File: src/rtl/connect4_pkg.sv
// Shared Connect 4 constants, cell encoding, scan FSM/direction types and the
// direction-to-step helper used by the win/draw checker.
package connect4_pkg;

   localparam int FILAS    = 6;
   localparam int COLUMNAS = 7;
   localparam int EN_LINEA = 4;

   localparam logic [1:0] VACIO = 2'd0;
   localparam logic [1:0] J1    = 2'd1;
   localparam logic [1:0] J2    = 2'd2;

   typedef enum logic [1:0] {IDLE, POS, NEG, DONE} estado_t;
   typedef enum logic [1:0] {H, V, D1, D2} dir_t;

   typedef struct packed {
      logic signed [3:0] d_fila;
      logic signed [3:0] d_col;
   } delta_t;

   function automatic delta_t delta(input dir_t d);
      delta_t r;
      r.d_fila = 4'sd1;
      r.d_col  = 4'sd0;
      case (d)
         H:       begin r.d_fila = 4'sd0; r.d_col = 4'sd1;  end
         V:       begin r.d_fila = 4'sd1; r.d_col = 4'sd0;  end
         D1:      begin r.d_fila = 4'sd1; r.d_col = 4'sd1;  end
         default: begin r.d_fila = 4'sd1; r.d_col = -4'sd1; end
      endcase
      return r;
   endfunction

endpackage

File: src/rtl/detector_ganador.sv
// Sequential Connect 4 win/draw checker: walks the four lines through a new piece,
// one board cell per cycle. Define EMPATE_EN to enable the move counter and draw flag.
module detector_ganador
   import connect4_pkg::*;
(
   input  logic       clk,
   input  logic       rst,
   input  logic       start,
   input  logic [2:0] mov_fila,
   input  logic [2:0] mov_col,
   input  logic [1:0] jugador,
   output logic [2:0] rd_fila,
   output logic [2:0] rd_col,
   input  logic [1:0] rd_dato,
   output logic       busy,
   output logic       done,
   output logic       hay_ganador,
   output logic [1:0] jugador_ganador,
   output logic       empate
);

   estado_t    estado_q, estado_d;
   dir_t       dir_q, dir_d;
   logic [2:0] k_q, k_d;
   logic [2:0] cuenta_q, cuenta_d;
   logic [2:0] org_fila_q, org_fila_d;
   logic [2:0] org_col_q, org_col_d;
   logic [1:0] jug_q, jug_d;
   logic       hay_ganador_q, hay_ganador_d;
   logic [1:0] jug_gan_q, jug_gan_d;
`ifdef EMPATE_EN
   logic [5:0] jugadas_q, jugadas_d;
   logic       empate_q, empate_d;
`endif

   delta_t            dl;
   logic signed [3:0] k_s, off_f, off_c, cel_f, cel_c;
   logic              escaneando, en_tablero, coincide, mov_valido, acepta;
   logic [2:0]        cuenta_inc;

   // Coordinates are 4-bit signed so cells past either edge show up as negative.
   always_comb begin
      dl         = delta(dir_q);
      k_s        = $signed({1'b0, k_q});
      off_f      = k_s * dl.d_fila;
      off_c      = k_s * dl.d_col;
      escaneando = (estado_q == POS) || (estado_q == NEG);
      if (estado_q == NEG) begin
         cel_f = $signed({1'b0, org_fila_q}) - off_f;
         cel_c = $signed({1'b0, org_col_q}) - off_c;
      end else begin
         cel_f = $signed({1'b0, org_fila_q}) + off_f;
         cel_c = $signed({1'b0, org_col_q}) + off_c;
      end
      en_tablero = !cel_f[3] && (cel_f[2:0] < 3'(FILAS)) &&
                   !cel_c[3] && (cel_c[2:0] < 3'(COLUMNAS));
      coincide   = escaneando && en_tablero && (rd_dato != VACIO) && (rd_dato == jug_q);
      cuenta_inc = (cuenta_q >= 3'(EN_LINEA)) ? cuenta_q : cuenta_q + 3'd1;
      mov_valido = ((jugador == J1) || (jugador == J2)) &&
                   (mov_fila < 3'(FILAS)) && (mov_col < 3'(COLUMNAS));
   end

   // Off-board cells are never presented to the board RAM; the origin is shown instead.
   assign rd_fila = (escaneando && en_tablero) ? cel_f[2:0] : org_fila_q;
   assign rd_col  = (escaneando && en_tablero) ? cel_c[2:0] : org_col_q;

   assign busy            = (estado_q != IDLE);
   assign done            = (estado_q == DONE);
   assign hay_ganador     = hay_ganador_q;
   assign jugador_ganador = jug_gan_q;
`ifdef EMPATE_EN
   assign empate = empate_q;
`else
   assign empate = 1'b0;
`endif

   assign acepta = start && !busy && !hay_ganador_q && !empate;

   always_comb begin
      estado_d      = estado_q;
      dir_d         = dir_q;
      k_d           = k_q;
      cuenta_d      = cuenta_q;
      org_fila_d    = org_fila_q;
      org_col_d     = org_col_q;
      jug_d         = jug_q;
      hay_ganador_d = hay_ganador_q;
      jug_gan_d     = jug_gan_q;
`ifdef EMPATE_EN
      jugadas_d     = jugadas_q;
      empate_d      = empate_q;
`endif
      case (estado_q)
         IDLE: begin
            if (acepta) begin
               if (mov_valido) begin
                  estado_d   = POS;
                  org_fila_d = mov_fila;
                  org_col_d  = mov_col;
                  jug_d      = jugador;
                  cuenta_d   = 3'd1;
                  k_d        = 3'd1;
                  dir_d      = H;
`ifdef EMPATE_EN
                  jugadas_d  = jugadas_q + 6'd1;
`endif
               end else begin
                  estado_d = DONE;
               end
            end
         end
         POS, NEG: begin
            if (coincide) begin
               cuenta_d = cuenta_inc;
               k_d      = k_q + 3'd1;
               if (cuenta_inc == 3'(EN_LINEA)) begin
                  estado_d      = DONE;
                  hay_ganador_d = 1'b1;
                  jug_gan_d     = jug_q;
               end
            end else if (estado_q == POS) begin
               k_d      = 3'd1;
               estado_d = NEG;
            end else begin
               cuenta_d = 3'd1;
               k_d      = 3'd1;
               if (dir_q == D2) begin
                  estado_d = DONE;
`ifdef EMPATE_EN
                  if (jugadas_q == 6'(FILAS * COLUMNAS)) empate_d = 1'b1;
`endif
               end else begin
                  dir_d    = dir_t'(dir_q + 2'd1);
                  estado_d = POS;
               end
            end
         end
         default: estado_d = IDLE;
      endcase
   end

   always_ff @(posedge clk) begin
      if (rst) begin
         estado_q      <= IDLE;
         dir_q         <= H;
         k_q           <= 3'd0;
         cuenta_q      <= 3'd0;
         org_fila_q    <= 3'd0;
         org_col_q     <= 3'd0;
         jug_q         <= 2'd0;
         hay_ganador_q <= 1'b0;
         jug_gan_q     <= 2'd0;
`ifdef EMPATE_EN
         jugadas_q     <= 6'd0;
         empate_q      <= 1'b0;
`endif
      end else begin
         estado_q      <= estado_d;
         dir_q         <= dir_d;
         k_q           <= k_d;
         cuenta_q      <= cuenta_d;
         org_fila_q    <= org_fila_d;
         org_col_q     <= org_col_d;
         jug_q         <= jug_d;
         hay_ganador_q <= hay_ganador_d;
         jug_gan_q     <= jug_gan_d;
`ifdef EMPATE_EN
         jugadas_q     <= jugadas_d;
         empate_q      <= empate_d;
`endif
      end
   end

endmodule

File: config.mk
export PLATFORM = sky130hd
export DESIGN_NAME = detector_ganador
export DESIGN_NICKNAME = d
export VERILOG_FILES = /design/src/rtl/connect4_pkg.sv /design/src/rtl/detector_ganador.sv
export SDC_FILE = /design/constraint.sdc
export NUM_CORES = 1
export LEC_CHECK = 0
export ABC_CLOCK_PERIOD_IN_PS = 3900
export BUFFER_PORTS_ARGS = -buffer_cell sky130_fd_sc_hd__buf_2
export CAP_MARGIN = 0
export CORE_ASPECT_RATIO = 0.5
export CORE_MARGIN = 2
export CORE_UTILIZATION = 50
export DETAILED_ROUTE_END_ITERATION = 6
export GPL_ROUTABILITY_DRIVEN = 0
export GPL_TIMING_DRIVEN = 0
export PLACE_DENSITY = 0.71
export SETUP_SLACK_MARGIN = 0.05
export SLEW_MARGIN = 15
export SYNTH_ARGS = -nofsm -noshare
export SYNTH_HDL_FRONTEND = slang
export SYNTH_SLANG_ARGS = --single-unit
File: constraint.sdc
create_clock -name clk -period 3.9 [get_ports clk]
set_input_delay 0.195 -clock clk [delete_from_list [all_inputs] [get_ports clk]]
set_output_delay 0.195 -clock clk [all_outputs]
set_load 0.03 [all_outputs]
==> results of run 1 <==
## critical path: stages (launching register included)
cell	delay [ns]
dfxtp_4	0.37
ha_2	0.20
and2_4	0.18
ha_4	0.27
inv_1	0.04
ha_1	0.27
mux2_2	0.30
fa_2	0.49
or2_4	0.28
o221ai_4	0.22
a21oi_4	0.07
nand2_4	0.15
mux2_4	0.31
buf_4	0.17
## registers in the layout (all words and copies together) (netlist names)
register,count
jug_q,2
k_q,3
dir_q,2
cuenta_q,3
org_fila_q,3
jugador_ganador,2
org_col_q,3
estado_q,2
hay_ganador,1
## where the power goes
group | internal [mW] | total (mW) | switching [mW]
clock network | 0.0713 | 0.147 | 0.0760
registers | 0.247 | 0.284 | 0.0372
logic | 0.467 | 1.10 | 0.638
## per-layer routing
layer	vias up	part of all wire [%]	GRT usage (%)
met5	-	0	0
met4	0	0.50	4.00
met3	2	5.3	2.89
met2	41	48	36.5
met1	759	46	25.5
li1	812	-	-
## worst paths after layout
| path | slack [ns] | endpoint | startpoint | cells past startpoint |
|---|---|---|---|---|
| worst min-delay path | 0.17 | org_fila_q[2] | mov_fila[2] | 3 |
| worst max-delay path | 0.14 | rd_fila[1] | dir_q[0] | 13 |
| worst max register to register | 0.18 | dir_q[1] | dir_q[0] | 16 |
| worst min register to register | 0.48 | jugador_ganador[1] | jugador_ganador[1] | 2 |
## metrics by stage
step / power (mW) / instance area, µm²
2_1_floorplan: 0.971 / 1860
3_3_place_gp: 1.15 / 2040
3_5_place_dp: 1.17 / 2040
4_1_cts: 1.39 / 2150
5_1_grt: 1.65 / 2260
6_report: 1.54 / 2260
## cell usage in the layout (no fill, tap or decap), types with 2 or more instances in the layout
cell type / Yosys / layout
inv_1: 22 / 22
clkbuf_8: 0 / 3
ha_2: 0 / 2
nand2_1: 11 / 11
a31oi_1: 4 / 4
buf_4: 1 / 12
dfxtp_1: 21 / 19
a211o_1: 2 / 2
nand2b_1: 10 / 10
nor2b_1: 8 / 7
mux2_2: 2 / 2
ha_4: 0 / 2
clkbuf_1: 3 / 3
o211ai_1: 3 / 3
nor3_1: 7 / 7
a21oi_2: 2 / 3
nand3b_1: 3 / 3
or3_1: 3 / 3
o21ai_0: 5 / 4
a21oi_1: 11 / 9
nor2_1: 13 / 13
xnor2_1: 7 / 7
and2_1: 3 / 2
buf_2: 2 / 21
mux2i_1: 16 / 16
ha_1: 23 / 19
xor2_1: 3 / 2
## area by class of cell
class	count	area, µm²	area share (%)
multi-input cells	167	1430	63.4
flip-flops and latches	21	425	18.9
repair buffers	30	175	7.76
inverters	22	82.6	3.66
well taps	51	63.8	2.83
clock buffers	3	41.3	1.83
plain buffers	6	31.3	1.39
clock inverters	1	5.00	0.222
## cell families after synthesis
| family | Yosys count | share of synthesized area (%) |
|---|---|---|
| AND/OR/NAND/NOR | 69 | 20.6 |
| AO/OA/AOI/OAI | 41 | 15.3 |
| buffers and inverters | 28 | 5.98 |
| adder cells (fa/ha/maj) | 25 | 17.6 |
| flip-flops | 21 | 22.6 |
| multiplexers | 19 | 10.6 |
| XOR/XNOR | 12 | 7.19 |
| other | 1 | 0.201 |
## what timing repair did
item | CTS | global route
buffers inserted | 2 | 6
pin swaps | 4 | 7
resized for setup | 13 | 15
setup endpoints to repair | 6 | 16
==> qor.json, run 1 <==
{
  "critical_path": {
    "cp_capture_type": "primary output",
    "timing.critical_path.arrival_ns": 3.56,
    "path_max_fanout": 6,
    "crit_path_start_kind": "flip-flop",
    "setup.worst_path.class": "reg -> out",
    "crit_required_ns": 3.70
  },
  "sta": {
    "rsz_0062_raised_after_global_routing": "no",
    "worst_hold_slack_ns": 0.169,
    "timing.clock.skew_ns": 0.00672,
    "final.setup.tns_ns": 0,
    "fmax_mhz": 266,
    "timing.max_slew.rel_slack_pct": 45.5,
    "finalSetupViolations": 0,
    "timing_max_transition_violations_final": 0,
    "layout_worst_path_cycle_share_pct": 96.4,
    "max_slew.worst_pin.slew_ns": 0.811,
    "final.setup.worst_slack_ns": 0.142,
    "hold_viol_final": 0,
    "period_needed_ns": 3.76
  },
  "placement": {
    "pre_cts_setup_slack_ns": 0.0522,
    "hpwl_mm": 3.12,
    "post-place-cells": 289,
    "port-buffer-count": 22
  },
  "global_routing": {
    "global_route_usage_over_all_layers_pct": 19.6,
    "grt_overflow_total": 0,
    "first_global_vias": 1405,
    "wire_length_of_the_first_global_routing_pass_mm": 6.57,
    "grt_antenna_before_repair": 0,
    "grt_start_max_net_pins": 13
  },
  "clock_tree": {
    "clock_tree_from_tritoncts": "done",
    "cts_hold_buffers": 0,
    "path_clk_slew_ns": 0.08,
    "cts.root.buffer_cell": "clkbuf_8",
    "ctsLongestPathBuffers": 2,
    "worstSkewPairLatency_ns": 0.26,
    "cts_made_buffers": 3,
    "htreeDepth": 1,
    "clock_sink_count": 21
  },
  "synthesis": {
    "synth.top_cells.by_count": "ha_1, inv_1, dfxtp_1",
    "synth.ff_latch_count": 21,
    "syn-num-nets": 254,
    "ys_seq_area_share_pct": 22.6,
    "combined_area_of_all_synthesized_cells_um2": 1860,
    "synth_largest_area_cell": "dfxtp_1",
    "synthDominantCellAreaShare_pct": 22.6,
    "ys_types": 54,
    "post_synth_inst_count": 216,
    "ys.flop_type": "dfxtp_1",
    "synthArstFlopShare_pct": 0,
    "synth_edf_count": 0,
    "synthesis.yosys.warnings": 0,
    "post_synth_main_area_contributors": "dfxtp_1, ha_1, mux2i_1",
    "syn_area_per_cell_um2": 8.63,
    "synth.most_common_cell": "ha_1"
  },
  "floorplan": {
    "ios": 25,
    "die_width_um": 90.3,
    "die_height_um": 47.2,
    "start_util_pct": 53.1,
    "core_region_um2": 3510,
    "dieArea_um2": 4260,
    "placement_rows": 15
  },
  "final_layout": {
    "drive_gt1_share_pct": 25.6,
    "layout.cells.non_filler": 301,
    "layout-area-overhead-vs-synth_pct": 21.1,
    "final_util_pct": 64.3,
    "fill_cells": 310,
    "numnets_final": 289,
    "num_antenna_cells": 0
  },
  "run_status": {
    "outcome": "finished clean"
  },
  "power": {
    "worst_ir_drop_vdd_v": 0.000293,
    "p_leak_nw": 0.994,
    "power_density_normalized_to_cell_area_nw_per_um2": 681
  },
  "worst_hold_path": {
    "min_path_type": "in -> reg"
  },
  "route": {
    "vias": 1614,
    "vias_per_cell": 5.36,
    "avgRoutedWirePerCell_um": 13.9,
    "drt_pass1_iterations": 4,
    "totalWireLength_mm": 4.18,
    "route.detailed.drc": 0,
    "drt_iter0_markers": 99,
    "route.antenna.remaining_nets": 0
  },
  "run": {
    "timing.max_cap.violations": 0
  }
}
Power figures use the tool's default switching activity.
==> run 2: changes to the inputs <==
--- a/config.mk
+++ b/config.mk
@@ -8,13 +8,16 @@
 export ABC_CLOCK_PERIOD_IN_PS = 3900
 export BUFFER_PORTS_ARGS = -buffer_cell sky130_fd_sc_hd__buf_2
 export CAP_MARGIN = 0
+export CELL_PAD_IN_SITES_DETAIL_PLACEMENT = 1
+export CELL_PAD_IN_SITES_GLOBAL_PLACEMENT = 1
 export CORE_ASPECT_RATIO = 0.5
 export CORE_MARGIN = 2
-export CORE_UTILIZATION = 50
+export CORE_UTILIZATION = 44
 export DETAILED_ROUTE_END_ITERATION = 6
 export GPL_ROUTABILITY_DRIVEN = 0
 export GPL_TIMING_DRIVEN = 0
-export PLACE_DENSITY = 0.71
+export PLACE_DENSITY_LB_ADDON = 0.1
+export REMOVE_ABC_BUFFERS = 1
 export SETUP_SLACK_MARGIN = 0.05
 export SLEW_MARGIN = 15
 export SYNTH_ARGS = -nofsm -noshare
==> constraint.sdc (replaced) <==
create_clock -name clk -period 3.9 [get_ports clk]
set_input_delay 0.195 -clock clk [delete_from_list [all_inputs] [get_ports clk]]
set_output_delay 0.195 -clock clk [all_outputs]
set_load 0.02 [all_outputs]
==> qor.json, run 2 (synthesis gave the netlist of run 1 again) <==
{
  "sta": {
    "period_needed": {"value": 3.69, "unit": "ns", "change": "-0.0644 ns"},
    "final.setup.tns": {"value": 0, "unit": "ns", "change": "unchanged"},
    "timing.clock.skew": {"value": 0.00708, "unit": "ns", "change": "+0.000361 ns"},
    "max_slew.worst_pin.slew": {"value": 0.760, "unit": "ns", "change": "-0.0500 ns"},
    "worst_hold_slack": {"value": 0.174, "unit": "ns", "change": "+0.00472 ns"},
    "hold_viol_final": {"value": 0, "change": "unchanged"},
    "fmax": {"value": 271, "unit": "MHz", "change": "+1.7%"},
    "layout_worst_path_cycle_share": {"value": 94.7, "unit": "%", "change": "-1.7 points"},
    "timing_max_transition_violations_final": {"value": 0, "change": "unchanged"},
    "rsz_0062_raised_after_global_routing": "no",
    "final.setup.worst_slack": {"value": 0.207, "unit": "ns", "change": "+0.0644 ns"},
    "finalSetupViolations": {"value": 0, "change": "unchanged"},
    "timing.max_slew.rel_slack": {"value": 48.8, "unit": "%", "change": "+3.4 points"}
  },
  "worst_hold_path": {
    "min_path_type": "in -> reg",
    "timing.hold.worst_path_depth": {"value": 3, "change": "unchanged"},
    "min_delay_worst_endpoint": "org_col_q[0]",
    "holdCritStartpoint": "mov_col[0]"
  },
  "final_layout": {
    "drive_gt1_share": {"value": 23.3, "unit": "%", "change": "-2.3 points"},
    "final_util": {"value": 55.2, "unit": "%", "change": "-9.1 points"},
    "mostFrequentLayoutCells": "buf_2, inv_1, ha_1, dfxtp_1, mux2i_1",
    "layout-area-overhead-vs-synth_pct": 18.0,
    "layout_commonest_cell": "buf_2",
    "num_antenna_cells": {"value": 0, "change": "unchanged"},
    "numnets_final": {"value": 279, "change": "-3.5%"}
  },
  "global_routing": {
    "grt_start_max_net_pins": {"value": 29, "change": "+16"},
    "grt_antenna_before_repair": {"value": 0, "change": "unchanged"},
    "wire_length_of_the_first_global_routing_pass": {"value": 7.72, "unit": "mm", "change": "+18%"},
    "first_global_vias": {"value": 1621, "change": "+15%"},
    "global_route_usage_over_all_layers": {"value": 21.1, "unit": "%", "change": "+1.5 points"},
    "grt_overflow_total": {"value": 0, "change": "unchanged"}
  },
  "floorplan": {
    "die_width": {"value": 96.0, "unit": "µm", "change": "+6.3%"},
    "core_region": {"value": 3980, "unit": "µm²", "change": "+14%"},
    "ios": {"value": 25, "change": "unchanged"},
    "die_height": {"value": 50.0, "unit": "µm", "change": "+6.0%"},
    "placement_rows": {"value": 16, "change": "+1"},
    "start_util": {"value": 46.8, "unit": "%", "change": "-6.3 points"},
    "dieArea": {"value": 4800, "unit": "µm²", "change": "+13%"}
  },
  "critical_path": {
    "path_cells": "ha_2 -> and2_4 -> ha_4 -> inv_1 -> ha_1 -> mux2_2 -> fa_1 -> or2_4 -> o221ai_4 -> a21oi_4 -> nand2_4 -> mux2_4 -> buf_2",
    "r2r-start": "dir_q[0]",
    "path_delay_family": "adder cells",
    "ff2ff_setup_slack": {"value": 0.29, "unit": "ns", "change": "+0.11 ns"},
    "slowest_stage": "fa_1",
    "timing.critical_path.arrival": {"value": 3.50, "unit": "ns", "change": "-0.06 ns"},
    "cp_capture_type": "primary output",
    "setup.worst_path.class": "reg -> out",
    "crit_path_start_kind": "flip-flop",
    "critical-path-max-stage-delay": {"value": 0.47, "unit": "ns", "change": "-0.02 ns"},
    "worstRegToRegCells": {"value": 14, "change": "-2"},
    "crit_required": {"value": 3.70, "unit": "ns", "change": "about the same"},
    "timing.critical_path.buf_inv": {"value": 2, "change": "unchanged"},
    "path_max_fanout": {"value": 6, "change": "unchanged"},
    "rr_endpoint": "cuenta_q[1]"
  },
  "route": {
    "route.detailed.drc": {"value": 0, "change": "unchanged"},
    "route.antenna.remaining_nets": {"value": 0, "change": "unchanged"},
    "drt_iter0_markers": {"value": 47, "change": "-53%"},
    "vias": {"value": 1592, "change": "-1.4%"},
    "vias_per_cell": {"value": 5.41, "change": "+0.99%"},
    "drt_pass1_iterations": {"value": 5, "change": "+1"},
    "totalWireLength": {"value": 4.59, "unit": "mm", "change": "+9.6%"},
    "avgRoutedWirePerCell": {"value": 15.6, "unit": "µm", "change": "+12%"}
  },
  "placement": {
    "pre_cts_setup_slack": {"value": -0.121, "unit": "ns", "change": "-0.173 ns"},
    "hpwl": {"value": 3.52, "unit": "mm", "change": "+13%"},
    "port-buffer-count": {"value": 23, "change": "+4.5%"}
  },
  "clock_tree": {
    "htreeDepth": {"value": 1, "change": "unchanged"},
    "ctsLongestPathBuffers": {"value": 2, "change": "unchanged"},
    "cts_made_buffers": {"value": 3, "change": "unchanged"},
    "cts.root.buffer_cell": "clkbuf_8",
    "clock_tree_from_tritoncts": "done",
    "clock_sink_count": {"value": 21, "change": "unchanged"},
    "worstSkewPairLatency": {"value": 0.27, "unit": "ns", "change": "about the same"},
    "path_clk_slew": {"value": 0.08, "unit": "ns", "change": "about the same"}
  },
  "run": {
    "timing.max_cap.violations": {"value": 0, "change": "unchanged"}
  },
  "power": {
    "power_density_normalized_to_cell_area": {"value": 646, "unit": "nW/µm²", "change": "-5.0%"},
    "worst_ir_drop_vdd": {"value": 0.000348, "unit": "V", "change": "+19%"},
    "p_leak": {"value": 0.946, "unit": "nW", "change": "-4.9%"}
  },
  "run_status": {
    "outcome": "finished clean"
  }
}
[run 2: timing repair]
action,in CTS,in global routing
buffers inserted,2,1
pin swaps,4,6
endpoints found under the setup margin,7,12
resized for setup,11,10
hold endpoints to repair,0,0
hold buffers,0,0
[run 2: per-stage QoR]
stage / power (mW) / cell area, µm² / cells
4_1_cts: 1.38 / 2130 / 293
6_report: 1.42 / 2200 / 294
3_3_place_gp: 1.11 / 2020 / 287
2_1_floorplan: 0.919 / 1830 / 210
5_1_grt: 1.54 / 2200 / 294
3_5_place_dp: 1.15 / 2020 / 287
[run 2: how the worst max path moves through the flow]
stage | depth (start not counted) | slack [ns] | endpoint | startpoint
after floorplan | 13 | 0.29 | rd_col[0] | dir_q[0]
after global placement | 14 | -0.009 | rd_fila[1] | dir_q[0]
after detailed placement | 14 | -0.12 | rd_fila[1] | dir_q[0]
after CTS | 12 | 0.07 | rd_fila[1] | dir_q[0]
after global routing | 14 | 0.03 | rd_fila[1] | dir_q[0]
final | 13 | 0.21 | rd_fila[1] | dir_q[0]
[run 2: metal layers]
layer / vias to the layer above / share of wire, % / global-route usage [%]
met5: - / 0 / 0
met1: 768 / 50 / 29.5
met2: 23 / 45 / 34.3
li1: 796 / - / -
met3: 5 / 4.1 / 4.28
met4: 0 / 0.37 / 2.62
[run 2: where the power goes]
part           switching [mW]  leakage, nW  internal (mW)
Combinational           0.587        0.752          0.396
Clock                  0.0795       0.0217         0.0724
Sequential             0.0388        0.172          0.247
Total                   0.706        0.946          0.716
[run 2: layout make-up]
class | instances | area [µm²]
multi-input cells | 167 | 1440
flip-flops and latches | 21 | 425
repair buffers | 26 | 138
well taps | 54 | 67.6
inverters | 22 | 82.6
fillers | 487 | 1790
clock buffers | 3 | 41.3
clock inverters | 1 | 7.51
[run 2: tightest hold or removal path, stage by stage]
cell	delay, ns
buf_2	0.09
mux2i_1	0.06
nor2_1	0.07
